<file path="config.mk">
export PLATFORM = sky130hd
export DESIGN_NAME = td4_fetch_decode
export DESIGN_NICKNAME = d
export VERILOG_FILES = /design/src/rtl/td4_pkg.sv /design/src/rtl/td4_decode.sv /design/src/rtl/td4_fetch_decode.sv
export SDC_FILE = /design/constraint.sdc
export NUM_CORES = 1
export LEC_CHECK = 0
export ABC_AREA = 1
export BUFFER_PORTS_ARGS = -buffer_cell sky130_fd_sc_hd__buf_4
export CAP_MARGIN = 20
export CORE_MARGIN = 2
export CORE_UTILIZATION = 51
export DETAILED_ROUTE_END_ITERATION = 6
export PLACE_DENSITY = 0.81
export SYNTH_ARGS = -nofsm -noshare
export SYNTH_HDL_FRONTEND = slang
export SYNTH_SLANG_ARGS = --single-unit
</file>
<file path="constraint.sdc">
create_clock -name i_clk -period 1.6 [get_ports i_clk]
set_input_delay 0.08 -clock i_clk [delete_from_list [all_inputs] [get_ports i_clk]]
set_output_delay 0.08 -clock i_clk [all_outputs]
set_load 0.03 [all_outputs]
</file>
<file path="src/rtl/td4_pkg.sv">
// rtl/td4_pkg.sv - TD4 opcodes, ALU select codes and FSM states shared by fetch/decode
// TD4_ILLEGAL_TRAP_EN adds the ST_HALT state used by the illegal-opcode trap.
package td4_pkg;

    localparam int IM_W_DEF = 4;

    localparam logic [3:0] OP_ADD_A = 4'b0000;
    localparam logic [3:0] OP_MOV_AB = 4'b0001;
    localparam logic [3:0] OP_IN_A = 4'b0010;
    localparam logic [3:0] OP_MOV_A = 4'b0011;
    localparam logic [3:0] OP_MOV_BA = 4'b0100;
    localparam logic [3:0] OP_ADD_B = 4'b0101;
    localparam logic [3:0] OP_IN_B = 4'b0110;
    localparam logic [3:0] OP_MOV_B = 4'b0111;
    localparam logic [3:0] OP_OUT_B = 4'b1001;
    localparam logic [3:0] OP_OUT_IM = 4'b1011;
    localparam logic [3:0] OP_JNC = 4'b1110;
    localparam logic [3:0] OP_JMP = 4'b1111;

    localparam logic [1:0] SEL_A = 2'b00;
    localparam logic [1:0] SEL_B = 2'b01;
    localparam logic [1:0] SEL_IN = 2'b10;
    localparam logic [1:0] SEL_ZERO = 2'b11;

`ifdef TD4_ILLEGAL_TRAP_EN
    typedef enum logic [1:0] {
        ST_IDLE  = 2'd0,
        ST_FETCH = 2'd1,
        ST_EXEC  = 2'd2,
        ST_HALT  = 2'd3
    } state_t;
`else
    typedef enum logic [1:0] {
        ST_IDLE  = 2'd0,
        ST_FETCH = 2'd1,
        ST_EXEC  = 2'd2
    } state_t;
`endif

endpackage

</file>
<file path="src/rtl/td4_decode.sv">
// rtl/td4_decode.sv - combinational TD4 opcode decode to active-low loads and ALU select
// With TD4_ILLEGAL_TRAP_EN undefined opcodes raise o_illegal; otherwise they are plain NOPs.
module td4_decode
    import td4_pkg::*;
(
    input  logic [3:0] i_op,
    input  logic       i_cf,
    output logic       o_load_a,
    output logic       o_load_b,
    output logic       o_load_out,
    output logic       o_load_pc,
    output logic [1:0] o_sel,
    output logic       o_illegal
);

    always_comb begin
        o_load_a   = 1'b1;
        o_load_b   = 1'b1;
        o_load_out = 1'b1;
        o_load_pc  = 1'b1;
        o_sel      = SEL_ZERO;
        o_illegal  = 1'b0;
        case (i_op)
            OP_ADD_A:  begin o_sel = SEL_A;    o_load_a   = 1'b0; end
            OP_ADD_B:  begin o_sel = SEL_B;    o_load_b   = 1'b0; end
            OP_MOV_A:  begin o_sel = SEL_ZERO; o_load_a   = 1'b0; end
            OP_MOV_B:  begin o_sel = SEL_ZERO; o_load_b   = 1'b0; end
            OP_MOV_AB: begin o_sel = SEL_B;    o_load_a   = 1'b0; end
            OP_MOV_BA: begin o_sel = SEL_A;    o_load_b   = 1'b0; end
            OP_IN_A:   begin o_sel = SEL_IN;   o_load_a   = 1'b0; end
            OP_IN_B:   begin o_sel = SEL_IN;   o_load_b   = 1'b0; end
            OP_OUT_IM: begin o_sel = SEL_ZERO; o_load_out = 1'b0; end
            OP_OUT_B:  begin o_sel = SEL_B;    o_load_out = 1'b0; end
            OP_JMP:    begin o_sel = SEL_ZERO; o_load_pc  = 1'b0; end
            // jump taken only when no carry; carry set leaves the PC to increment
            OP_JNC:    begin o_sel = SEL_ZERO; o_load_pc  = i_cf; end
            default: begin
`ifdef TD4_ILLEGAL_TRAP_EN
                o_illegal = 1'b1;
`endif
            end
        endcase
    end

endmodule

</file>
<file path="src/rtl/td4_fetch_decode.sv">
// rtl/td4_fetch_decode.sv - TD4 fetch/decode: ROM req/ack fetch with timeout, IR, one-cycle execute strobe
// TD4_ILLEGAL_TRAP_EN enables the sticky illegal flag and HALT on undefined opcodes.
module td4_fetch_decode
    import td4_pkg::*;
#(
    parameter int TIMEOUT = 15,
    parameter int IM_W    = IM_W_DEF
) (
    input  logic            i_clk,
    input  logic            i_clr,
    input  logic            i_run,
    input  logic [IM_W-1:0] i_pc,
    input  logic            i_cf,
    output logic            o_rom_req,
    output logic [IM_W-1:0] o_rom_addr,
    input  logic            i_rom_ack,
    input  logic [7:0]      i_rom_data,
    output logic            o_exec,
    output logic            o_load_a,
    output logic            o_load_b,
    output logic            o_load_out,
    output logic            o_load_pc,
    output logic [IM_W-1:0] o_im,
    output logic [1:0]      o_sel,
    output logic            o_fault,
    output logic            o_illegal
);

    state_t          r_state;
    logic [7:0]      r_ir;
    logic [7:0]      r_cnt;
    logic            r_req;
    logic [IM_W-1:0] r_addr;
    logic            r_exec;
    logic            r_tmo;
    logic            r_fault;
    logic            r_illegal;

    logic            w_load_a;
    logic            w_load_b;
    logic            w_load_out;
    logic            w_load_pc;
    logic [1:0]      w_sel;
    logic            w_illegal;
    logic            w_live;

    td4_decode u_decode (
        .i_op       (r_ir[7:4]),
        .i_cf       (i_cf),
        .o_load_a   (w_load_a),
        .o_load_b   (w_load_b),
        .o_load_out (w_load_out),
        .o_load_pc  (w_load_pc),
        .o_sel      (w_sel),
        .o_illegal  (w_illegal)
    );

    always_ff @(posedge i_clk) begin
        if (i_clr) begin
            r_state   <= ST_IDLE;
            r_ir      <= 8'h00;
            r_cnt     <= 8'd0;
            r_req     <= 1'b0;
            r_addr    <= '0;
            r_exec    <= 1'b0;
            r_tmo     <= 1'b0;
            r_fault   <= 1'b0;
            r_illegal <= 1'b0;
        end else begin
            r_illegal <= r_illegal | (r_exec & w_illegal);
            case (r_state)
                ST_IDLE: begin
                    if (i_run) begin
                        r_state <= ST_FETCH;
                        r_req   <= 1'b1;
                        r_addr  <= i_pc;
                        r_cnt   <= 8'd0;
                    end
                end
                ST_FETCH: begin
                    if (i_rom_ack && r_req) begin
                        r_ir    <= i_rom_data;
                        r_req   <= 1'b0;
                        r_exec  <= 1'b1;
                        r_tmo   <= 1'b0;
                        r_state <= ST_EXEC;
                    end else if (r_cnt == 8'(TIMEOUT - 1)) begin
                        // IR 00 would decode as ADD A; r_tmo masks every load for this pass
                        r_ir    <= 8'h00;
                        r_req   <= 1'b0;
                        r_exec  <= 1'b1;
                        r_tmo   <= 1'b1;
                        r_fault <= 1'b1;
                        r_state <= ST_EXEC;
                    end else begin
                        r_cnt <= r_cnt + 8'd1;
                    end
                end
                ST_EXEC: begin
                    r_exec <= 1'b0;
                    r_tmo  <= 1'b0;
`ifdef TD4_ILLEGAL_TRAP_EN
                    if (w_illegal) begin
                        r_state <= ST_HALT;
                    end else if (i_run) begin
`else
                    if (i_run) begin
`endif
                        r_state <= ST_FETCH;
                        r_req   <= 1'b1;
                        r_addr  <= i_pc;
                        r_cnt   <= 8'd0;
                    end else begin
                        r_state <= ST_IDLE;
                    end
                end
`ifdef TD4_ILLEGAL_TRAP_EN
                ST_HALT: begin
                    r_state <= ST_HALT;
                end
`endif
                default: begin
                    r_state <= ST_IDLE;
                    r_req   <= 1'b0;
                    r_exec  <= 1'b0;
                end
            endcase
        end
    end

    assign w_live     = r_exec & ~r_tmo;
    assign o_rom_req  = r_req;
    assign o_rom_addr = r_addr;
    assign o_exec     = r_exec;
    assign o_load_a   = w_live ? w_load_a   : 1'b1;
    assign o_load_b   = w_live ? w_load_b   : 1'b1;
    assign o_load_out = w_live ? w_load_out : 1'b1;
    assign o_load_pc  = w_live ? w_load_pc  : 1'b1;
    assign o_sel      = w_live ? w_sel      : SEL_ZERO;
    assign o_im       = IM_W'(r_ir[3:0]);
    assign o_fault    = r_fault;
    assign o_illegal  = r_illegal;

endmodule

</file>
## Yosys cells after proc, flatten, opt, wreduce, memory -nomap -nowiden

Index checks and enable logic that the tools add are counted.

| storage, ports and cells | value |
|---|---|
| register bits | 26 |
| bits of input ports | 17 |
| output and inout bits | 18 |
| word-level logic and storage cells | 83 |

| cells by class | value |
|---|---|
| add/subtract/negate cells | 1 |
| equal/unequal tests | 19 |
| mux-type cells | 30 |
| bitwise logic cells | 4 |
| reductions and logical operators | 21 |

Operators with widths:

| kind | count |
|---|---|
| $mux W8 | 5 |
| $eq A4 B3 Y1 const B | 4 |
| $eq A4 B4 Y1 const B | 4 |
| $pmux W8 S2 | 1 |
| $mux W1 | 14 |
| $pmux W2 S3 | 2 |
| $reduce_and A2 Y1 | 6 |
| $add A8 B1 Y8 const B | 1 |
| $eq A4 B2 Y1 const B | 2 |
| $eq A8 B4 Y1 const B | 1 |
| $mux W2 | 4 |
| $pmux W1 S2 | 4 |
| $reduce_or A2 Y1 | 4 |
| $reduce_or A4 Y1 | 2 |
| $ne A2 B2 Y1 const B | 3 |
| $reduce_bool A2 Y1 | 3 |
| $eq A4 B1 Y1 const B | 1 |
| $logic_not A4 Y1 | 1 |
| $reduce_and A4 Y1 | 1 |
| $ne A3 B3 Y1 const B | 1 |
| $not A1 Y1 | 3 |
| $reduce_and A3 Y1 | 1 |
| $reduce_or A3 Y1 | 1 |
| $eq A2 B1 Y1 const B | 1 |
| other kinds (5) | 5 |

## Longest topological paths before layout

Gate-level depths: netlist of run 1.

| logic depth | value |
|---|---|
| word-level depth | 4 |
| mapped depth | 8 |
| gate-level depth less buffers | 8 |

## By module

A second synthesis of run 1 with hierarchy kept.

| unflattened totals | value |
|---|---|
| cell total of the unflattened synthesis | 197 |
| area total of the unflattened synthesis | 1316.3 µm² |

Modules (own cells, without submodules):

| module | instances | cells an instance | area each (µm²) | seq. area each (µm²) |
|---|---|---|---|---|
| td4_fetch_decode | 1 | 180 | 1246.2 | 540.5 |
| td4_decode | 1 | 17 | 70.1 | 0.0 |

## Worst setup path before layout of run 1

No wires, ideal clock.

| timing path | value |
|---|---|
| kind | register to register |
| start point | register r_cnt[0] |
| end point | register r_exec (netlist: o_exec) |
| setup time | 129 ps |
| arrival time | 1134 ps |
| data required time | 1471 ps |
| slack | 337 ps |
| cell stages (with the launch flop) | 8 |
| path buffers | 0 |
| clock period less this slack | 1263 ps |
| cell sequence | dfxtp_1 -> inv_1 -> ha_1 -> nand3_2 -> o21ai_4 -> nand2_1 -> nand3_1 -> o21ai_0 |

| between the ends | value |
|---|---|
| longest elaborated chain between the ends | 3 |

Ends and longest elaborated chain:

| what | line | text |
|---|---|---|
| start, declared | td4_fetch_decode.sv:31 | `logic [7:0] r_cnt;` |
| start signal, assigned | td4_fetch_decode.sv:96 | `r_cnt <= r_cnt + 8'd1;` |
| $eq A8 B4 Y1 | td4_fetch_decode.sv:87 | `end else if (r_cnt == 8'(TIMEOUT - 1)) begin` |
| $ne A3 B3 Y1 (no line) | - |  |
| $reduce_and A2 Y1 (no line) | - |  |
| end signal, assigned | td4_fetch_decode.sv:84 | `r_exec <= 1'b1;` |
| end signal, assigned | td4_fetch_decode.sv:91 | `r_exec <= 1'b1;` |
| end signal, assigned | td4_fetch_decode.sv:100 | `r_exec <= 1'b0;` |
| end, declared | td4_fetch_decode.sv:34 | `logic r_exec;` |

No other way between the ends.
A chain may end at the register's enable or synchronous reset.

## Worst setup path in the final report of run 1

| timing path | value |
|---|---|
| start point | register r_cnt[0] |
| end point | register r_cnt[1] |

| between the ends | value |
|---|---|
| longest elaborated chain between the ends | 4 |
| elaborated cells between the ends (all ways) | 7 |
| those cells by class | add/sub: 1; eq/ne: 2; mux: 3; reduce/logical: 1 |

Ends and longest elaborated chain:

| what | line | text |
|---|---|---|
| $add A8 B1 Y8 | td4_fetch_decode.sv:96 |  |
| $mux W8 | td4_fetch_decode.sv:87 |  |
| $mux W8 | td4_fetch_decode.sv:81 | `if (i_rom_ack && r_req) begin` |
| $pmux W8 S2 | td4_fetch_decode.sv:71 | `case (r_state)` |

Several ways; a longest one is shown, not always the timed one. The select of a mux whose other input is x is not followed.

==> results of run 1 <==
what timing repair did:
item                                    4_1_cts  5_1_grt
hold buffers                                  1        2
buffers inserted                              0        0
endpoints found under the hold margin         1        2
resized for setup                             0        1
endpoints found under the setup margin        0        9
worst max-delay path by stage:
stage,start,to,cells past startpoint
2_1_floorplan,r_cnt[0]$_SDFFE_PP0P_,o_exec$_SDFFE_PP0P_,7
5_1_grt,r_cnt[0]$_SDFFE_PP0P_,r_cnt[1]$_SDFFE_PP0P_,8
6_report,r_cnt[0]$_SDFFE_PP0P_,r_cnt[1]$_SDFFE_PP0P_,8
3_5_place_dp,r_cnt[0]$_SDFFE_PP0P_,r_ir[7]$_SDFFE_PP0P_,7
4_1_cts,r_cnt[0]$_SDFFE_PP0P_,r_ir[7]$_SDFFE_PP0P_,7
3_3_place_gp,r_cnt[0]$_SDFFE_PP0P_,r_ir[0]$_SDFFE_PP0P_,7
power by group through the flow:
stage	clock, W	combinational [W]	sequential [W]
after floorplan	0	0.000141	0.000736
after global placement	0	0.000230	0.000716
after detailed placement	0	0.000237	0.000719
after CTS	0.000455	0.000241	0.000705
after global routing	0.000478	0.000273	0.000709
final	0.000450	0.000244	0.000705
layer usage:
layer | routed length [um] | vias up
li1 | - | 667
met1 | 1330 | 600
met2 | 1470 | 50
met3 | 144 | 2
met4 | 12 | 0
met5 | 0 | -
cells in the final DEF (no fill, tap or decap):
cell and n:
a211oi_1 1, a21boi_0 1, a21oi_1 14, buf_4 33, bufinv_16 1, clkbuf_4 3, clkinv_2 1, conb_1 1
dfxtp_1 26, dlygate4sd3_1 3, ha_1 2, inv_1 18, inv_2 1, nand2_1 36, nand2_2 3, nand2_4 1
nand3_1 24, nand3_2 1, nand3b_1 3, nand4_1 1, nor2_1 35, nor2_2 1, nor3_1 1, o21ai_0 7
o21ai_4 1, o21bai_1 2
worst reg2reg max path, delay by kind of cell, from the launching register on:
family / cells / cell delay (ps)
flops: 1 / 370
fa+ha+maj: 1 / 170
buf+inv: 2 / 200
compound gates: 1 / 300
simple gates: 4 / 380
through the flow:
step	instance area [um^2]	power (W)	std cells	util, %	setup slack [ps]
floorplan	1300	0.000877	190	-	337
global placement	1530	0.000947	244	62.8	220
detailed placement	1530	0.000955	244	62.8	165
CTS	1590	0.00140	249	65.3	138
global route	1610	0.00146	251	66.3	13.0
finish	1610	0.00140	251	66.3	142
layout make-up:
type,instances,area (um^2)
repair buffers,36,278
flip-flops and latches,26,520
clock inverters,1,30.0
inverters,20,76.3
multi-input cells,135,647
clock buffers,3,22.5
fillers,201,821
well taps,30,37.5
cell families (layout without fill, tap and decap cells):
logic type,count (synthesis),after routing,synth area share (%)
simple gates,106,106,35.8
flops,26,26,40.2
buf+inv,29,60,10.1
compound gates,26,26,11.7
fa+ha+maj,2,2,1.93
other cells,1,1,0.289
registers in the layout, indices dropped and copies added, names as in the netlist:
signal and count:
o_fault 1, o_rom_req 1, r_tmo 1, o_rom_addr 4, r_cnt 8, r_ir 8, r_state 2, o_exec 1
==> flow_metrics.tcl, run 1 <==
set metrics [dict create \
    power_frac_comb_pct 17.5 \
    io_pins 35 \
    grt_max_degree 18 \
    cts_tree "done" \
    synth_seq_cells 26 \
    ir_drop_v 0.000742 \
    synth_edf_count 0 \
    r2r_cells 8 \
    p_leak_nw 0.698 \
    num_vias 1319 \
    cp_max_fo 9 \
    grtUsageTotal_pct 21.4 \
    maxCapViolations 0 \
    netlist_instances 190 \
    fin_hold_ws_ps 11.5 \
    max_freq_ghz 0.686 \
    areaGrowthSynthToFinish_pct 24.3 \
    yosysMostFrequentCell "nand2_1" \
    gp_congestion 0.882 \
    crit_path_max_incr_delay_ps 370 \
    synth.distinct_cells 25 \
    grt_overflow 0 \
    netlist.area_leader.share_pct 40.2 \
    crit_arrival_ps 1730 \
    die_area_um2 2960 \
    grt_pass1_wl_um 4660 \
    antenna_found_initial 0 \
    critical_path_class "flip-flop to flip-flop" \
    grt_pass1_vias 1105 \
    p_seq_share_pct 50.4 \
    syn-num-nets 209 \
    std_cell_rows 18 \
    die_y_um 54.4 \
    drv_slew 0 \
    gr-usage-met2_pct 36.5 \
    hold_depth 3 \
    clockPowerShare_pct 32.2 \
    finalCriticalPeriod_ps 1460 \
    wirelength_um 2960 \
    fin_crit_sh_pct 91.1 \
    switching_share_pct 26.6 \
    ant_nets 0 \
    endpoint_kind "flip-flop" \
    r2r_slack_ps 140 \
    ctsRootBufferMaster "clkbuf_4" \
    path_delay_family "simple AND/OR/NAND/NOR gates" \
    synth_area_leaders "dfxtp_1 (40%), nand2_1 (11%), nor2_1 (10%)" \
    clk_pin_slew_ps 140 \
    min_to "o_rom_addr[2]$_SDFFE_PP0P_" \
    grt_util_met1_pct 28.5 \
    syn_area_um2 1300 \
    ys_warn_count 0 \
    synth_ff_type "dfxtp_1" \
    synth.top_cells.by_count "nand2_1 (37), nor2_1 (35), dfxtp_1 (26), nand3_1 (24), inv_1 (18)" \
    cts_inserted_buffers 3 \
    portBuffers 33 \
    ys_async_sr_fraction_pct 0 \
    diodes 0 \
    fin_skew_ps 6.39 \
    avgSynthCellArea_um2 6.82 \
    top_usage_layer "met2" \
    switchingPower_w 0.000373 \
    yosysSeqAreaShare_pct 40.2 \
    min_path_type "input pin to flip-flop" \
    p_per_area_nw_per_um2 868 \
    drt_pass1_iterations 4 \
    drive_gt1_share_pct 20.8 \
    viasPerCell 5.25 \
    status "complete, no violations" \
    crit_slowest_cell "dfxtp_1" \
    startpoint_type "flip-flop" \
    drc_errors 0 \
    timing.rr.end "r_cnt[1]$_SDFFE_PP0P_" \
    synth_top_area_cell "dfxtp_1" \
    die_w_um 54.4 \
    rsz0062_at_grt "no" \
    cts_max_path_buffers 2 \
    initial_core_util_pct 53.3 \
    setup_viol 0 \
    finalNetCount 241 \
    htree_num_levels 1 \
    r2r-start "r_cnt[0]$_SDFFE_PP0P_" \
    required_ps 1870 \
    cp.buffers_inverters 2 \
    intPower_w 0.00103 \
    dpl.hpwl_um 2200 \
    clock_latency_ps 320 \
    tns_ps 0 \
    min_from "i_pc[2]" \
    wl_per_cell_um 11.8 \
    finalHoldViolations 0 \
    path_cells "inv_1 -> ha_1 -> nand3_2 -> o21ai_4 -> nand2_4 -> clkinv_2 -> nor2_1 -> nor2_1" \
    drt-initial-drc-count 70 \
    cts_sinks 26 \
    grt_util_met3_pct 2.73 \
    cpMostUsedCell "nor2_1" \
    design.core.area_um2 2430 \
]
(Power assumes the default switching activity.)
==> run 2, diff against run 1 <==
Settings changed: ABC_AREA 1 to not set, CORE_UTILIZATION 51 to 50, PLACE_DENSITY 0.81 to 0.8.
==> flow_metrics.tcl, run 2 <==
set metrics [dict create \
    placed_cells 201 \
    multiInputGateArea_um2 668 \
    netlist.area_leader.share_pct 43.2 \
    fin_skew_ps 7.69 \
    yosysMostFrequentCell "dfxtp_1" \
    fin_crit_sh_pct 111 \
    path_cells "inv_2 -> ha_1 -> or4b_4 -> buf_4 -> o21ai_4 -> a21oi_4 -> a22o_1" \
    htree_num_levels 1 \
    final_common_cell "buf_4" \
    p_per_area_nw_per_um2 774 \
    min_path_type "input pin to flip-flop" \
    drv_slew 0 \
    ys_async_sr_fraction_pct 0 \
    layout_common_cells "buf_4 (50), dfxtp_1 (20), nand2_1 (17)" \
    max_freq_ghz 0.561 \
    clock_latency_ps 320 \
    finalNonFillerCells 222 \
    synth.distinct_cells 40 \
    drt-initial-drc-count 31 \
    std_cell_rows 17 \
    clk_pin_slew_ps 150 \
    cp.buffers_inverters 2 \
    diodes 0 \
    dpl.hpwl_um 2170 \
    crit_arrival_ps 2010 \
    io_pins 35 \
    crit_path_max_incr_delay_ps 470 \
    ctsRootBufferMaster "clkbuf_4" \
    synth_edf_count 0 \
    drc_errors 0 \
    yosysSeqAreaShare_pct 43.2 \
    setup_viol 19 \
    startpoint_type "flip-flop" \
    finalCriticalPeriod_ps 1780 \
    synth.top_cells.by_count "dfxtp_1 (26), nand2_1 (17), a21oi_1 (14), a22o_1 (8), nor2_1 (8)" \
    wirelength_um 3200 \
    syn-num-nets 155 \
    grt_pass1_vias 1165 \
    n_fill_cell 155 \
    ant_nets 0 \
    areaGrowthSynthToFinish_pct 50.3 \
    initial_core_util_pct 53.5 \
    p_leak_nw 0.730 \
    grtUsageTotal_pct 24.4 \
    num_vias 1219 \
    finalNetCount 214 \
    die_area_um2 2820 \
    synth_ff_type "dfxtp_1" \
    syn_area_um2 1210 \
    die_w_um 53.1 \
    avgSynthCellArea_um2 8.87 \
    required_ps 1830 \
    finalHoldViolations 0 \
    critical_path_class "flip-flop to flip-flop" \
    ys_warn_count 0 \
    grt_max_degree 22 \
    drt_pass1_iterations 4 \
    seq_area_um2 528 \
    die_y_um 53.1 \
    grt_overflow 0 \
    crit_slowest_cell "or4b_4" \
    netlist_instances 136 \
    maxCapViolations 0 \
    synth_top_area_cell "dfxtp_1" \
    cts_sinks 26 \
    total_power_w 0.00140 \
    cp_max_fo 8 \
    portBuffers 33 \
    cts_max_path_buffers 2 \
    violations "negative setup slack" \
    path_delay_family "compound AO/OA/AOI/OAI gates" \
    wl_per_cell_um 14.4 \
    gp_congestion 0.801 \
    drive_gt1_share_pct 40.2 \
    endpoint_kind "flip-flop" \
    ir_drop_v 0.000691 \
    antenna_found_initial 0 \
    status "complete, but fails checks" \
    cts_tree "done" \
    synth_area_leaders "dfxtp_1 (43%), a21oi_1 (5.8%), a22o_1 (5.8%)" \
    synth_seq_cells 26 \
    viasPerCell 5.49 \
    design.core.area_um2 2250 \
    rsz0062_at_grt "yes" \
    dp_slack_ps -204 \
    grt_pass1_wl_um 5070 \
    cts_inserted_buffers 3 \
    layout_setup_ws_ps -182 \
]
==> run 2: repair_timing <==
action / 4_1_cts / 5_1_grt
gates resized for setup: 8 / 8
setup endpoints to repair: 14 / 21
hold buffers: 12 / 0
buffers inserted: 3 / 2
endpoints found under the hold margin: 12 / 0
pin swaps: 5 / 4
==> run 2: through the flow <==
step	setup TNS [ps]	util [%]	hold slack, ps	cell area, um^2
6_report	-2250	80.4	49.6	1810
5_1_grt	-3420	80.4	49.2	1810
4_1_cts	-2190	78.9	45.8	1780
3_5_place_dp	-1980	68.3	299	1540
3_3_place_gp	-1250	68.3	290	1540
2_1_floorplan	-924	-	206	1220
==> run 2: metal layers <==
layer	share of wire [%]	GRT usage (%)
met1	41	28.7
met2	54	45.2
met3	4.8	4.52
met4	0.22	5.56
met5	0	0
==> run 2: final timing paths <==
path                                              start                     to  slack [ps]  cells after the start
worst max-delay path              r_cnt[0]$_SDFFE_PP0P_   r_ir[6]$_SDFFE_PP0P_        -180                      7
worst min-delay path                              i_run  r_cnt[6]$_SDFFE_PP0P_          50                      4
worst max register to register    r_cnt[0]$_SDFFE_PP0P_   r_ir[6]$_SDFFE_PP0P_        -180                      7
worst min register to register  r_state[1]$_SDFFE_PP0P_    o_exec$_SDFFE_PP0P_         470                      1
==> run 2: logic make-up after synthesis <==
family | synth area share, %
compound gates | 22.6
fa+ha+maj | 2.07
other cells | 0.311
buf+inv | 6.02
flops | 43.2
simple gates | 24.9
mux | 0.934
==> run 2: cell type report <==
cell class | instances | share of cell area [%]
clock buffer | 3 | 1.24
clock inverter | 1 | 1.66
inverter | 3 | 0.621
multi-input combinational | 97 | 36.9
sequential | 26 | 29.1
tap | 28 | 1.93
timing repair buffer | 64 | 28.6
==> run 2: report_power, final <==
group | switching (W) | internal (W)
combinational | 0.000133 | 0.000134
sequential | 0.0000161 | 0.000667
clock | 0.000201 | 0.000253
total | 0.000350 | 0.00105
==> run 2: worst min-delay path: stages <==
cell	delay, ps
buf_4	100
a21oi_1	40
nand2_1	50
a31oi_1	60
==> run 3, diff against run 2 <==
Settings changed: SKIP_CTS_REPAIR_TIMING set to 1.
==> flow_metrics.tcl, run 3 (same netlist as run 2, synthesis figures left out) <==
set metrics [dict create \
    grt_pass1_vias 1067 \
    num_vias 1250 \
    ir_drop_v 0.000649 \
    status "complete, but fails checks" \
    violations "negative hold slack, negative setup slack" \
    placed_cell_area_um2 1540 \
    wl_per_cell_um 15.5 \
    placed_cells 201 \
    portBuffers 33 \
    ant_nets 0 \
    finalNetCount 212 \
    maxCapViolations 0 \
    clock_latency_ps 330 \
    drt-initial-drc-count 39 \
    grtUsageTotal_pct 22.4 \
    cts_tree "done" \
    die_y_um 53.1 \
    cts_max_path_buffers 2 \
    viasPerCell 5.68 \
    htree_num_levels 1 \
    layout_setup_ws_ps -252 \
    die_w_um 53.1 \
    dpl.hpwl_um 2170 \
    cp_max_fo 4 \
    finalCriticalPeriod_ps 1850 \
    finalHoldViolations 2 \
    final_common_cell "buf_4" \
    gp_congestion 0.801 \
    grt_max_degree 22 \
    endpoint_kind "flip-flop" \
    setup_viol 19 \
    min_path_type "input pin to flip-flop" \
    io_pins 35 \
    p_leak_nw 0.725 \
    die_area_um2 2820 \
    initial_core_util_pct 53.5 \
    design_area_um2 1790 \
    drv_slew 0 \
    rsz0062_at_grt "yes" \
    clk_pin_slew_ps 140 \
    fin_skew_ps 3.73 \
    ctsRootBufferMaster "clkbuf_4" \
    required_ps 1880 \
    max_freq_ghz 0.540 \
    critical_path_class "flip-flop to flip-flop" \
    drive_gt1_share_pct 40.1 \
    startpoint_type "flip-flop" \
    fin_hold_ws_ps -28.6 \
    grt_overflow 0 \
    p_per_area_nw_per_um2 786 \
    cts_inserted_buffers 3 \
    layout_common_cells "buf_4 (49), dfxtp_1 (20), nand2_1 (17)" \
    drc_errors 0 \
    areaGrowthSynthToFinish_pct 48.5 \
    design.core.area_um2 2250 \
    antenna_found_initial 0 \
    crit_arrival_ps 2130 \
    grt_pass1_wl_um 4640 \
    wirelength_um 3410 \
    drt_pass1_iterations 4 \
    finalNonFillerCells 220 \
    cts_sinks 26 \
    diodes 0 \
    fin_crit_sh_pct 116 \
    std_cell_rows 17 \
]
[run 3: changes by cell type in the layout (fill, tap and decap cells not counted)]
| cell | change |
|---|---|
| dlygate4sd3_1 | -2 |
| a21oi_1 | +1 |
| a21oi_2 | -1 |
| and2b_1 | -1 |
| and2b_2 | +1 |
| buf_4 | -1 |
| buf_6 | +1 |
| ha_1 | +1 |
| ha_2 | -1 |
[run 3: area by class of cell]
class                   count  area, um^2
clock buffers               3        22.5
repair buffers             62         502
multi-input cells          97         663
well taps                  28        35.0
inverters                   3        11.3
fillers                   153         463
clock inverters             1        30.0
flip-flops and latches     26         528
[run 3: worst max-delay path: stages (launching register included)]
cell	delay, ps
dfxtp_2	350
inv_2	50
ha_1	130
or4b_4	490
o211ai_4	270
buf_6	150
mux2_4	290
nor2_2	70
[run 3: path summary, 6_finish.rpt]
path | from | endpoint | slack, ps | cells past startpoint
min | i_pc[2] | o_rom_addr[2]$_SDFFE_PP0P_ | -30 | 3
max | r_cnt[0]$_SDFFE_PP0P_ | r_cnt[1]$_SDFFE_PP0P_ | -250 | 7
min reg2reg | o_rom_addr[0]$_SDFFE_PP0P_ | o_rom_addr[0]$_SDFFE_PP0P_ | 470 | 2
max reg2reg | r_cnt[0]$_SDFFE_PP0P_ | r_cnt[1]$_SDFFE_PP0P_ | -250 | 7
[run 3: where the power goes]
| group | switching (W) | total, W | internal [W] |
|---|---|---|---|
| Clock | 0.000205 | 0.000459 | 0.000254 |
| Sequential | 0.0000163 | 0.000683 | 0.000666 |
| Combinational | 0.000133 | 0.000267 | 0.000133 |
[run 3: per-layer routing]
| layer | GRT usage (%) | share of wire (%) | up-vias |
|---|---|---|---|
| met2 | 41.7 | 50 | 52 |
| met3 | 3.11 | 6.3 | 7 |
| met1 | 26.4 | 42 | 590 |
| li1 | - | - | 601 |
| met5 | 0 | 0 | - |
| met4 | 6.41 | 1.7 | 0 |
[run 3: through the flow]
| stage | total power (W) | setup TNS, ps | worst slack [ps] | util, % |
|---|---|---|---|---|
| global route | 0.00146 | -3890 | -291 | 79.5 |
| detailed placement | 0.000906 | -1980 | -204 | 68.3 |
| finish | 0.00141 | -2860 | -252 | 79.5 |
| global placement | 0.000902 | -1250 | -138 | 68.3 |
| floorplan | 0.000817 | -924 | -105 | - |
| CTS | 0.00136 | -2410 | -244 | 70.6 |
